===== config.mk =====
export PLATFORM = sky130hd
export DESIGN_NAME = bp_table_port_arbiter
export DESIGN_NICKNAME = d
export VERILOG_FILES = /design/src/rtl/bp_pkg.sv /design/src/rtl/bp_upd_fifo.sv /design/src/rtl/bp_table_port_arbiter.sv
export SDC_FILE = /design/constraint.sdc
export NUM_CORES = 1
export LEC_CHECK = 0
export ABC_AREA = 0
export CORE_ASPECT_RATIO = 0.8
export CORE_MARGIN = 1
export CORE_UTILIZATION = 25
export DETAILED_ROUTE_END_ITERATION = 12
export HOLD_SLACK_MARGIN = 0.06
export SLEW_MARGIN = 20
export SYNTH_ARGS = -nofsm -noshare
export SYNTH_HDL_FRONTEND = slang
export SYNTH_SLANG_ARGS = --single-unit

===== constraint.sdc =====
create_clock -name clock -period 2.6 [get_ports clock]
set_input_delay 0.52 -clock clock [delete_from_list [all_inputs] [get_ports clock]]
set_output_delay 0.52 -clock clock [all_outputs]
set_load 0.01 [all_outputs]

===== src/rtl/bp_pkg.sv =====
// Shared types for the branch-predictor table port arbiter:
// the table index width, the queued update entry and the arbiter FSM states.
package bp_pkg;

    localparam int PC_W = 10;

    typedef struct packed {
        logic [PC_W-1:0] pc;
        logic            taken;
    } upd_entry_t;

    typedef enum logic {
        S_NORM  = 1'b0,
        S_FORCE = 1'b1
    } arb_state_t;

endpackage


===== src/rtl/bp_upd_fifo.sv =====
// Update FIFO for the prediction-table port arbiter.
// Holds resolve updates in enqueue order; pointers wrap modulo DEPTH.
// With BP_UPD_COALESCE_EN defined it also exposes the tail entry and lets
// the arbiter overwrite the tail's taken bit in place.
module bp_upd_fifo
    import bp_pkg::*;
#(
    parameter int DEPTH = 8
)
(
    input  logic       clock,
    input  logic       reset,
    input  logic       push,
    input  upd_entry_t push_data,
    input  logic       pop,
`ifdef BP_UPD_COALESCE_EN
    input  logic       tail_wr,
    input  logic       tail_taken,
    output upd_entry_t tail,
    output logic       tail_is_head,
`endif
    output upd_entry_t head,
    output logic       empty,
    output logic       full
);

    localparam int AW = $clog2(DEPTH);
    localparam int CW = AW + 1;

    upd_entry_t     mem_q [DEPTH];
    logic [AW-1:0]  wr_ptr_q, wr_ptr_d;
    logic [AW-1:0]  rd_ptr_q, rd_ptr_d;
    logic [CW-1:0]  count_q, count_d;
    logic           full_q, full_d;

    // Next pointer, occupancy and full flag from this cycle's push/pop.
    // NOTE: every signal assigned here gets a default first, so no path leaves
    // a value unassigned and no latch is inferred.
    always_comb begin
        wr_ptr_d = wr_ptr_q;
        rd_ptr_d = rd_ptr_q;
        count_d  = count_q;
        if (push) wr_ptr_d = wr_ptr_q + AW'(1);
        if (pop)  rd_ptr_d = rd_ptr_q + AW'(1);
        if (push && !pop)      count_d = count_q + CW'(1);
        else if (pop && !push) count_d = count_q - CW'(1);
        full_d = (count_d == CW'(DEPTH));
    end

    // Pointer/occupancy registers; reset empties the queue.
    // NOTE: sequential state uses non-blocking assignments so every flop
    // samples the pre-edge values regardless of statement order.
    always_ff @(posedge clock or posedge reset) begin
        if (reset) begin
            wr_ptr_q <= '0;
            rd_ptr_q <= '0;
            count_q  <= '0;
            full_q   <= 1'b0;
        end else begin
            wr_ptr_q <= wr_ptr_d;
            rd_ptr_q <= rd_ptr_d;
            count_q  <= count_d;
            full_q   <= full_d;
        end
    end

`ifdef BP_UPD_COALESCE_EN
    logic [AW-1:0] tail_idx;
    assign tail_idx     = wr_ptr_q - AW'(1);
    assign tail         = mem_q[tail_idx];
    assign tail_is_head = (count_q == CW'(1));
`endif

    // Entry storage: write on push, or patch the tail's outcome on coalesce.
    // NOTE: storage has no reset; empty/full come from the reset counters,
    // so stale contents are never observed.
    always_ff @(posedge clock) begin
        if (push) begin
            mem_q[wr_ptr_q] <= push_data;
        end
`ifdef BP_UPD_COALESCE_EN
        else if (tail_wr) begin
            mem_q[tail_idx].taken <= tail_taken;
        end
`endif
    end

    assign head  = mem_q[rd_ptr_q];
    assign empty = (count_q == '0);
    assign full  = full_q;

endmodule


===== src/rtl/bp_table_port_arbiter.sv =====
// Owns the single read/write port of the tournament predictor tables.
// Fetch lookups win by default; resolve updates queue in bp_upd_fifo and
// drain on idle cycles. After STARVE_LIMIT lookup grants with updates
// pending, one cycle is forced to an update (lk_ready drops for that cycle).
// Optional: define BP_UPD_COALESCE_EN to merge an update into a matching
// tail entry instead of enqueuing it.
module bp_table_port_arbiter
    import bp_pkg::*;
#(
    parameter int DEPTH        = 8,
    parameter int STARVE_LIMIT = 4
)
(
    input  logic            clock,
    input  logic            reset,
    input  logic            lk_valid,
    input  logic [PC_W-1:0] lk_pc,
    output logic            lk_ready,
    output logic            lk_rsp_valid,
    input  logic            upd_valid,
    input  logic [PC_W-1:0] upd_pc,
    input  logic            upd_taken,
    output logic            upd_ready,
    output logic            tbl_en,
    output logic            tbl_we,
    output logic [PC_W-1:0] tbl_addr,
    output logic            tbl_wdata
);

    localparam int SCW = $clog2(STARVE_LIMIT + 1);

    arb_state_t      state_q, state_d;
    logic [SCW-1:0]  starve_cnt_q, starve_cnt_d;
    logic            tbl_en_q, tbl_en_d;
    logic            tbl_we_q, tbl_we_d;
    logic [PC_W-1:0] tbl_addr_q, tbl_addr_d;
    logic            tbl_wdata_q, tbl_wdata_d;
    logic            lk_rsp_valid_q, lk_rsp_valid_d;

    logic            grant_lk, grant_upd;
    logic            fifo_push, fifo_empty, fifo_full;
    logic            upd_accept, tail_match;
    upd_entry_t      fifo_head;
    upd_entry_t      push_entry;

    assign push_entry = '{pc: upd_pc, taken: upd_taken};

`ifdef BP_UPD_COALESCE_EN
    upd_entry_t      fifo_tail;
    logic            fifo_tail_is_head;
    // A matching tail can absorb the update unless it leaves the queue now.
    assign tail_match = !fifo_empty && (fifo_tail.pc == upd_pc)
                        && !(grant_upd && fifo_tail_is_head);
`else
    assign tail_match = 1'b0;
`endif

    assign upd_ready  = !fifo_full || tail_match;
    assign upd_accept = upd_valid && upd_ready;
    assign fifo_push  = upd_accept && !tail_match;
    assign lk_ready   = (state_q == S_NORM);

    bp_upd_fifo #(
        .DEPTH (DEPTH)
    ) u_fifo (
        .clock        (clock),
        .reset        (reset),
        .push         (fifo_push),
        .push_data    (push_entry),
        .pop          (grant_upd),
`ifdef BP_UPD_COALESCE_EN
        .tail_wr      (upd_accept && tail_match),
        .tail_taken   (upd_taken),
        .tail         (fifo_tail),
        .tail_is_head (fifo_tail_is_head),
`endif
        .head         (fifo_head),
        .empty        (fifo_empty),
        .full         (fifo_full)
    );

    // Port grant: lookups first in S_NORM, FIFO head on idle or forced cycles.
    always_comb begin
        grant_lk  = 1'b0;
        grant_upd = 1'b0;
        if (state_q == S_NORM) begin
            if (lk_valid)         grant_lk  = 1'b1;
            else if (!fifo_empty) grant_upd = 1'b1;
        end else begin
            grant_upd = 1'b1;
        end
    end

    // Next FSM state, starvation count and table-port outputs.
    always_comb begin
        state_d      = state_q;
        starve_cnt_d = starve_cnt_q;
        if (grant_upd || fifo_empty) begin
            starve_cnt_d = '0;
        end else if (grant_lk && starve_cnt_q != SCW'(STARVE_LIMIT)) begin
            starve_cnt_d = starve_cnt_q + SCW'(1);
        end
        case (state_q)
            S_NORM: begin
                if (grant_lk && !fifo_empty
                    && starve_cnt_q == SCW'(STARVE_LIMIT - 1)) begin
                    state_d = S_FORCE;
                end
            end
            default: state_d = S_NORM;
        endcase

        tbl_en_d    = grant_lk || grant_upd;
        tbl_we_d    = grant_upd;
        tbl_addr_d  = '0;
        tbl_wdata_d = 1'b0;
        if (grant_upd) begin
            tbl_addr_d  = fifo_head.pc;
            tbl_wdata_d = fifo_head.taken;
        end else if (grant_lk) begin
            tbl_addr_d  = lk_pc;
        end
        // Read data is valid the edge after the read was issued.
        lk_rsp_valid_d = tbl_en_q && !tbl_we_q;
    end

    // Arbiter FSM with registered table-port outputs; reset drops any
    // in-flight access.
    always_ff @(posedge clock or posedge reset) begin
        if (reset) begin
            state_q        <= S_NORM;
            starve_cnt_q   <= '0;
            tbl_en_q       <= 1'b0;
            tbl_we_q       <= 1'b0;
            tbl_addr_q     <= '0;
            tbl_wdata_q    <= 1'b0;
            lk_rsp_valid_q <= 1'b0;
        end else begin
            state_q        <= state_d;
            starve_cnt_q   <= starve_cnt_d;
            tbl_en_q       <= tbl_en_d;
            tbl_we_q       <= tbl_we_d;
            tbl_addr_q     <= tbl_addr_d;
            tbl_wdata_q    <= tbl_wdata_d;
            lk_rsp_valid_q <= lk_rsp_valid_d;
        end
    end

    assign tbl_en       = tbl_en_q;
    assign tbl_we       = tbl_we_q;
    assign tbl_addr     = tbl_addr_q;
    assign tbl_wdata    = tbl_wdata_q;
    assign lk_rsp_valid = lk_rsp_valid_q;

endmodule


== Word level (Yosys, flattened, before mapping) ==
Memories as Yosys holds them, arrays and structs flattened.
Index checks and enable logic that the tools add are counted.
Word-level totals
  register bits after elaboration: 29
  RAM bits: 88
  word-level logic and storage cells: 53
  memories: 1
Memories
  u_fifo.mem_q: words 8, width 11, rd ports 1, clocked after Yosys merged registers in 0, wr ports 1, line bp_upd_fifo.sv:30  | upd_entry_t mem_q [DEPTH];
Cells by class
  add/sub/neg operators: 5
  eq/ne operators: 3
  muxes and demuxes: 16
  bitwise operators: 1
  reduce and logical (&&, ||, !) cells: 16
Operators by type and width (count)
  two-way mux 10 bit: 2
  two-way mux 1 bit: 10
  adder 3 x 1 -> 3 bit (second input constant): 3
  two-way mux 4 bit: 2
  logical AND 1 bit: 7
  two-way mux 3 bit: 2
  logical NOT 1 bit: 5
  adder 4 x 1 -> 4 bit (second input constant): 1
  equality test 4 bit (second input constant): 1
  logical NOT 4 bit: 1
  subtractor 4 x 1 -> 4 bit (second input constant): 1
  equality test 3 x 2 -> 1 bit (second input constant): 1
  != test 3 bit (second input constant): 1
  logical OR 1 bit: 2
  nonzero test 2 bit: 1
  inverter 1 bit: 1

== Logic depth before layout (Yosys ltp) ==
  depth in word-level cells: 8
  depth in mapped cells: 9
  mapped depth without buffers: 8

== Hierarchy ==
From an unflattened synthesis, not the netlist that was laid out.
Second synthesis, totals
  cells, all modules: 245
  area total of the unflattened synthesis: 4718.3 um^2
By module, submodules not included
  bp_upd_fifo: instances 1, cells an instance 189, area an instance 4005.1 um^2
  bp_table_port_arbiter: instances 1, cells an instance 56, area an instance 713.2 um^2

== Worst setup path after synthesis ==
No wires, ideal clock.
  kind: input-to-reg
  from: in upd_valid
  to: mem u_fifo.mem_q[1][0] (netlist name), enable pin
  library setup time: 393 ps
  data arrival time: 1958 ps
  required time: 2207 ps
  slack: 248 ps
  cell stages on the path: 4
  buffers on the path: 1
  path through: nor2b_1 -> buf_1 -> nand2_1 -> nor3_1
Between the ends
  longest elaborated chain between the ends: 3
Ends and longest elaborated chain
  start, declared: line bp_table_port_arbiter.sv:20  | input logic upd_valid,
  logical AND 1 bit: line bp_table_port_arbiter.sv:59  | assign upd_accept = upd_valid && upd_ready;
  two-way mux 1 bit: line bp_upd_fifo.sv:78  | if (push) begin
  two-way mux 1 bit (implied by the code): line bp_upd_fifo.sv:79  | mem_q[wr_ptr_q] <= push_data;
  end, declared: line bp_upd_fifo.sv:30
Every way passes these cells.

== Worst setup path after layout ==
  from: reg u_fifo.count_q[0]
  to: reg u_fifo.full_q, in the netlist u_fifo.full
Between the ends
  longest elaborated chain between the ends: 8
  elaborated cells between the ends (all ways): 12
Ends and longest elaborated chain
  start, declared: line bp_upd_fifo.sv:33  | logic [CW-1:0] count_q, count_d;
  start signal, assigned: line bp_upd_fifo.sv:62  | count_q <= count_d;
  logical NOT 4 bit: line bp_upd_fifo.sv:89  | assign empty = (count_q == '0);
  two-way mux 1 bit: line bp_table_port_arbiter.sv:88  | else if (!fifo_empty) grant_upd = 1'b1;
  two-way mux 1 bit: line bp_table_port_arbiter.sv:87  | if (lk_valid) grant_lk = 1'b1;
  two-way mux 1 bit: line bp_table_port_arbiter.sv:86  | if (state_q == S_NORM) begin
  logical AND 1 bit / logical NOT 1 bit (equally long branches): line bp_upd_fifo.sv:46, bp_upd_fifo.sv:45
  two-way mux 4 bit / logical AND 1 bit (equally long branches): line bp_upd_fifo.sv:46, bp_upd_fifo.sv:45
  two-way mux 4 bit (*): line bp_upd_fifo.sv:45  | if (push && !pop) count_d = count_q + CW'(1);
  named net u_fifo.count_d[1]: line bp_upd_fifo.sv:33
  equality test 4 bit (*): line bp_upd_fifo.sv:47  | full_d = (count_d == CW'(DEPTH));
  named net u_fifo.full_d: line bp_upd_fifo.sv:34  | logic full_q, full_d;
  end signal, assigned: line bp_upd_fifo.sv:63  | full_q <= full_d;
  end, declared: line bp_upd_fifo.sv:34
Mark *: on every way through the listed nets, which the timed path passes. The rest lies on a longest branch.
A chain may end at the register's enable or synchronous reset.

==> results.toml <==
[synthesis]
synth-seq-cells = 117
synth-warning-count = 0
syn_nets = 286
synthesis.area_um2 = 4580
synthDistinctLibCells = 34
synth.yosys.seq_area_share_pct = 73.5
avgSynthCellArea_um2 = 18.0
synth_largest_type_area_fraction_pct = 57.7
synth.largest_area_cell = "edfxtp_1"
syn-instance-count = 254
cell_types_occupying_the_most_area_after_synthesis = "edfxtp_1 58%, dfrtp_1 16%, mux4_2 11%"

[grt]
grt_antenna_before_repair = 1
grt_remaining_overflow = 0
global_route_wire_length_before_repair_mm = 14.3
grt_start_max_net_pins = 30
first_global_vias = 2553
met1_grt_util_pct = 13.9
grt_use_total_pct = 10.8
grt-busiest-layer = "met2"
gr-usage-met3_pct = 3.65
grt_util_met2_pct = 16.3

[drt]
via_count = 2401
detail_route.first_pass.iterations = 4
detail_route.drc_violations = 0
wl_per_cell_um = 16.2
post_drt_via_cell_ratio = 4.30
drt_wl_total_mm = 9.07
drt_iter0_drc = 114
ant_nets_after_route = 0

[sta]
final_total_negative_setup_slack_ps = 0
finalSetupViolCount = 0
timing.final.crit_period_ps = 2120
maxSlewHeadroom_pct = 55.0
timing.final.max_slew_violations = 0
worst_pin_slew_ps = 675
final_hold_viol_count = 0
worst_slack_ps = 478
setup_repair_after_global_routing_missed_its_margin = "no"
post-route-period-util_pct = 81.6
maxClockFrequency_mhz = 471
clock-skew-final_ps = 10.7

[die]
die_h_um = 123
rows = 43
top_level_ports = 41
area_enclosed_by_the_die_boundary_um2 = 18900
core_region_area_um2 = 17600
initial_utilization_pct = 26.0
fp.dieW_um = 153

[clock_network]
clk_pin_slew_worst_paths_ps = 60
hold_buf_cts = 0
clk_latency_ps = 410
postCtsResizedCells = 0
tritoncts = "built"
numClockSinks = 117
cts.htree.levels = 4
tritoncts.num_buffers = 17
cts_max_path_buffers = 2
clock-root-buffer = "clkbuf_16"
post_cts_buffers = 0

[setup_path]
r2r.worst_path.cells = 7
cp-end-kind = "register"
crit_path_start_kind = "register"
crit_arrival_ps = 2410
critical_path_required_ps = 2890
cp_max_fo = 10
criticalPathCategory = "register to register"

[place]
post-dp-hpwl_mm = 5.93
gp_congestion = 0.749
io_buffers = 40
placedCellCount = 527
post-place-ws_ps = 259
placed_instance_area_um2 = 5370

[pwr]
power_switching_share_pct = 28.3
cellLeakagePower_nw = 2.12
power.share.clock_pct = 34.1
power.switching_mw = 1.91
seq_power_share_pct = 39.5
power_density_nw_per_um2 = 1130
peakVddDrop_uv = 523
power.combinational.fraction_pct = 26.4
power.internal_mw = 4.83

[run]
maximum_capacitance_violations = 0

[cells_and_area]
layout-drive-gt1-share_pct = 21.6
area.growth.synth_to_final_pct = 30.0
finalNonFillerCells = 559
finish.utilization_pct = 33.8
fillCellCount = 1713
n_antenna_cell = 0
mostFrequentLayoutCells = "88 x edfxtp_1, 40 x clkdlybuf4s50_1, 29 x dfrtp_1"
finalInstanceArea_um2 = 5960
layout_commonest_cell = "edfxtp_1"
final_nets = 353

[worst_hold_path]
holdPathStages = 1
timing.hold.worst.class = "register to register"

[run_status]
outcome = "completed"
area by class of cell:
class,instances,area (um^2),area share (%)
clock buffer,18,429,7.20
clock inverter,14,160,2.69
inverter,10,40.0,0.672
multi-input combinational,117,1130,19.0
sequential,117,3370,56.5
tap,225,282,4.73
timing repair buffer,58,548,9.20
flip-flops by register name, summed over array words and instances, names as in the netlist:
register and cells:
u_fifo.wr_ptr_q 3, u_fifo.full 1, u_fifo.count_q 4, tbl_we 1
tbl_en 1, tbl_wdata 1, u_fifo.rd_ptr_q 3, u_fifo.mem_q 88
starve_cnt_q 3, lk_rsp_valid 1, tbl_addr 10, state_q 1
metrics by stage:
stage	power (mW)	hold WS [ps]
after floorplan	3.78	468
final	6.74	466
after global routing	7.11	499
after CTS	6.84	469
after detailed placement	4.51	457
after global placement	4.45	444
logic make-up (layout without fill, tap and decap cells):
logic type / Yosys count / count (layout) / synth area share (%)
muxes: 34 / 34 / 13.4
DFF: 117 / 117 / 73.5
buffers and inverters: 20 / 100 / 1.94
xor gates and xnor gates: 9 / 9 / 1.72
AOI/OAI and AO/OA: 18 / 18 / 2.13
adders and majority gates: 8 / 8 / 2.13
and+or+nand+nor: 48 / 48 / 5.11
worst max-delay path, stage by stage, from the launching register on:
cell and delay, ps:
dfrtp_1 440, inv_1 70, ha_1 200, nor4b_1 130, or2_1 390, maj3_1 410
o22ai_1 270, nor4b_2 90
routing by layer:
metal	vias up	wire length (um)
li1	1111	-
met1	1221	4340
met2	54	4150
met3	13	425
met4	2	136
met5	-	13
final timing paths:
check                                                  to                         from  slack (ps)
setup / recovery                    u_fifo.full$_DFF_PP0_  u_fifo.count_q[0]$_DFF_PP0_         480
hold / removal                     lk_rsp_valid$_DFF_PP0_             tbl_we$_DFF_PP0_         470
setup reg to reg                    u_fifo.full$_DFF_PP0_  u_fifo.count_q[0]$_DFF_PP0_         480
hold reg to reg                    lk_rsp_valid$_DFF_PP0_             tbl_we$_DFF_PP0_         470
max in group asynchronous  u_fifo.rd_ptr_q[0]$_DFFE_PP0N_                        reset        1840
min in group asynchronous           tbl_addr[3]$_DFF_PP0_                        reset         480
Yosys cell counts:
| master | number |
|---|---|
| mux2i_1 | 12 |
| a211oi_1 | 1 |
| nor2b_1 | 3 |
| or4_1 | 1 |
| nand2_1 | 24 |
| nor4b_2 | 1 |
| or2_1 | 1 |
| and3_1 | 1 |
| edfxtp_1 | 88 |
| mux4_2 | 22 |
| o22ai_1 | 1 |
| o21bai_1 | 1 |
| inv_1 | 9 |
| nand3_1 | 1 |
| nor4_1 | 1 |
| o21ai_0 | 11 |
| or3_1 | 2 |
| xnor2_1 | 7 |
| nor3_1 | 4 |
| a21oi_1 | 3 |
| dfrtp_1 | 29 |
| nor4b_1 | 1 |
| inv_4 | 1 |
| buf_6 | 1 |
| a31oi_1 | 1 |
| clkbuf_1 | 4 |
| buf_2 | 3 |
| maj3_1 | 1 |
| xor2_1 | 2 |
| nand2b_1 | 2 |
| buf_1 | 2 |
| ha_1 | 7 |
| nor2_1 | 5 |
| nand4_1 | 1 |
power by group through the flow:
stage               sequential [mW]  combinational [mW]  clock (mW)
finish                         2.66                1.78        2.30
global route                   2.71                1.95        2.45
detailed placement             2.71                1.80           0
global placement               2.68                1.77           0
CTS                            2.67                1.81        2.36
floorplan                      2.66                1.12           0
No activity file was read; power rests on OpenSTA's default activity.
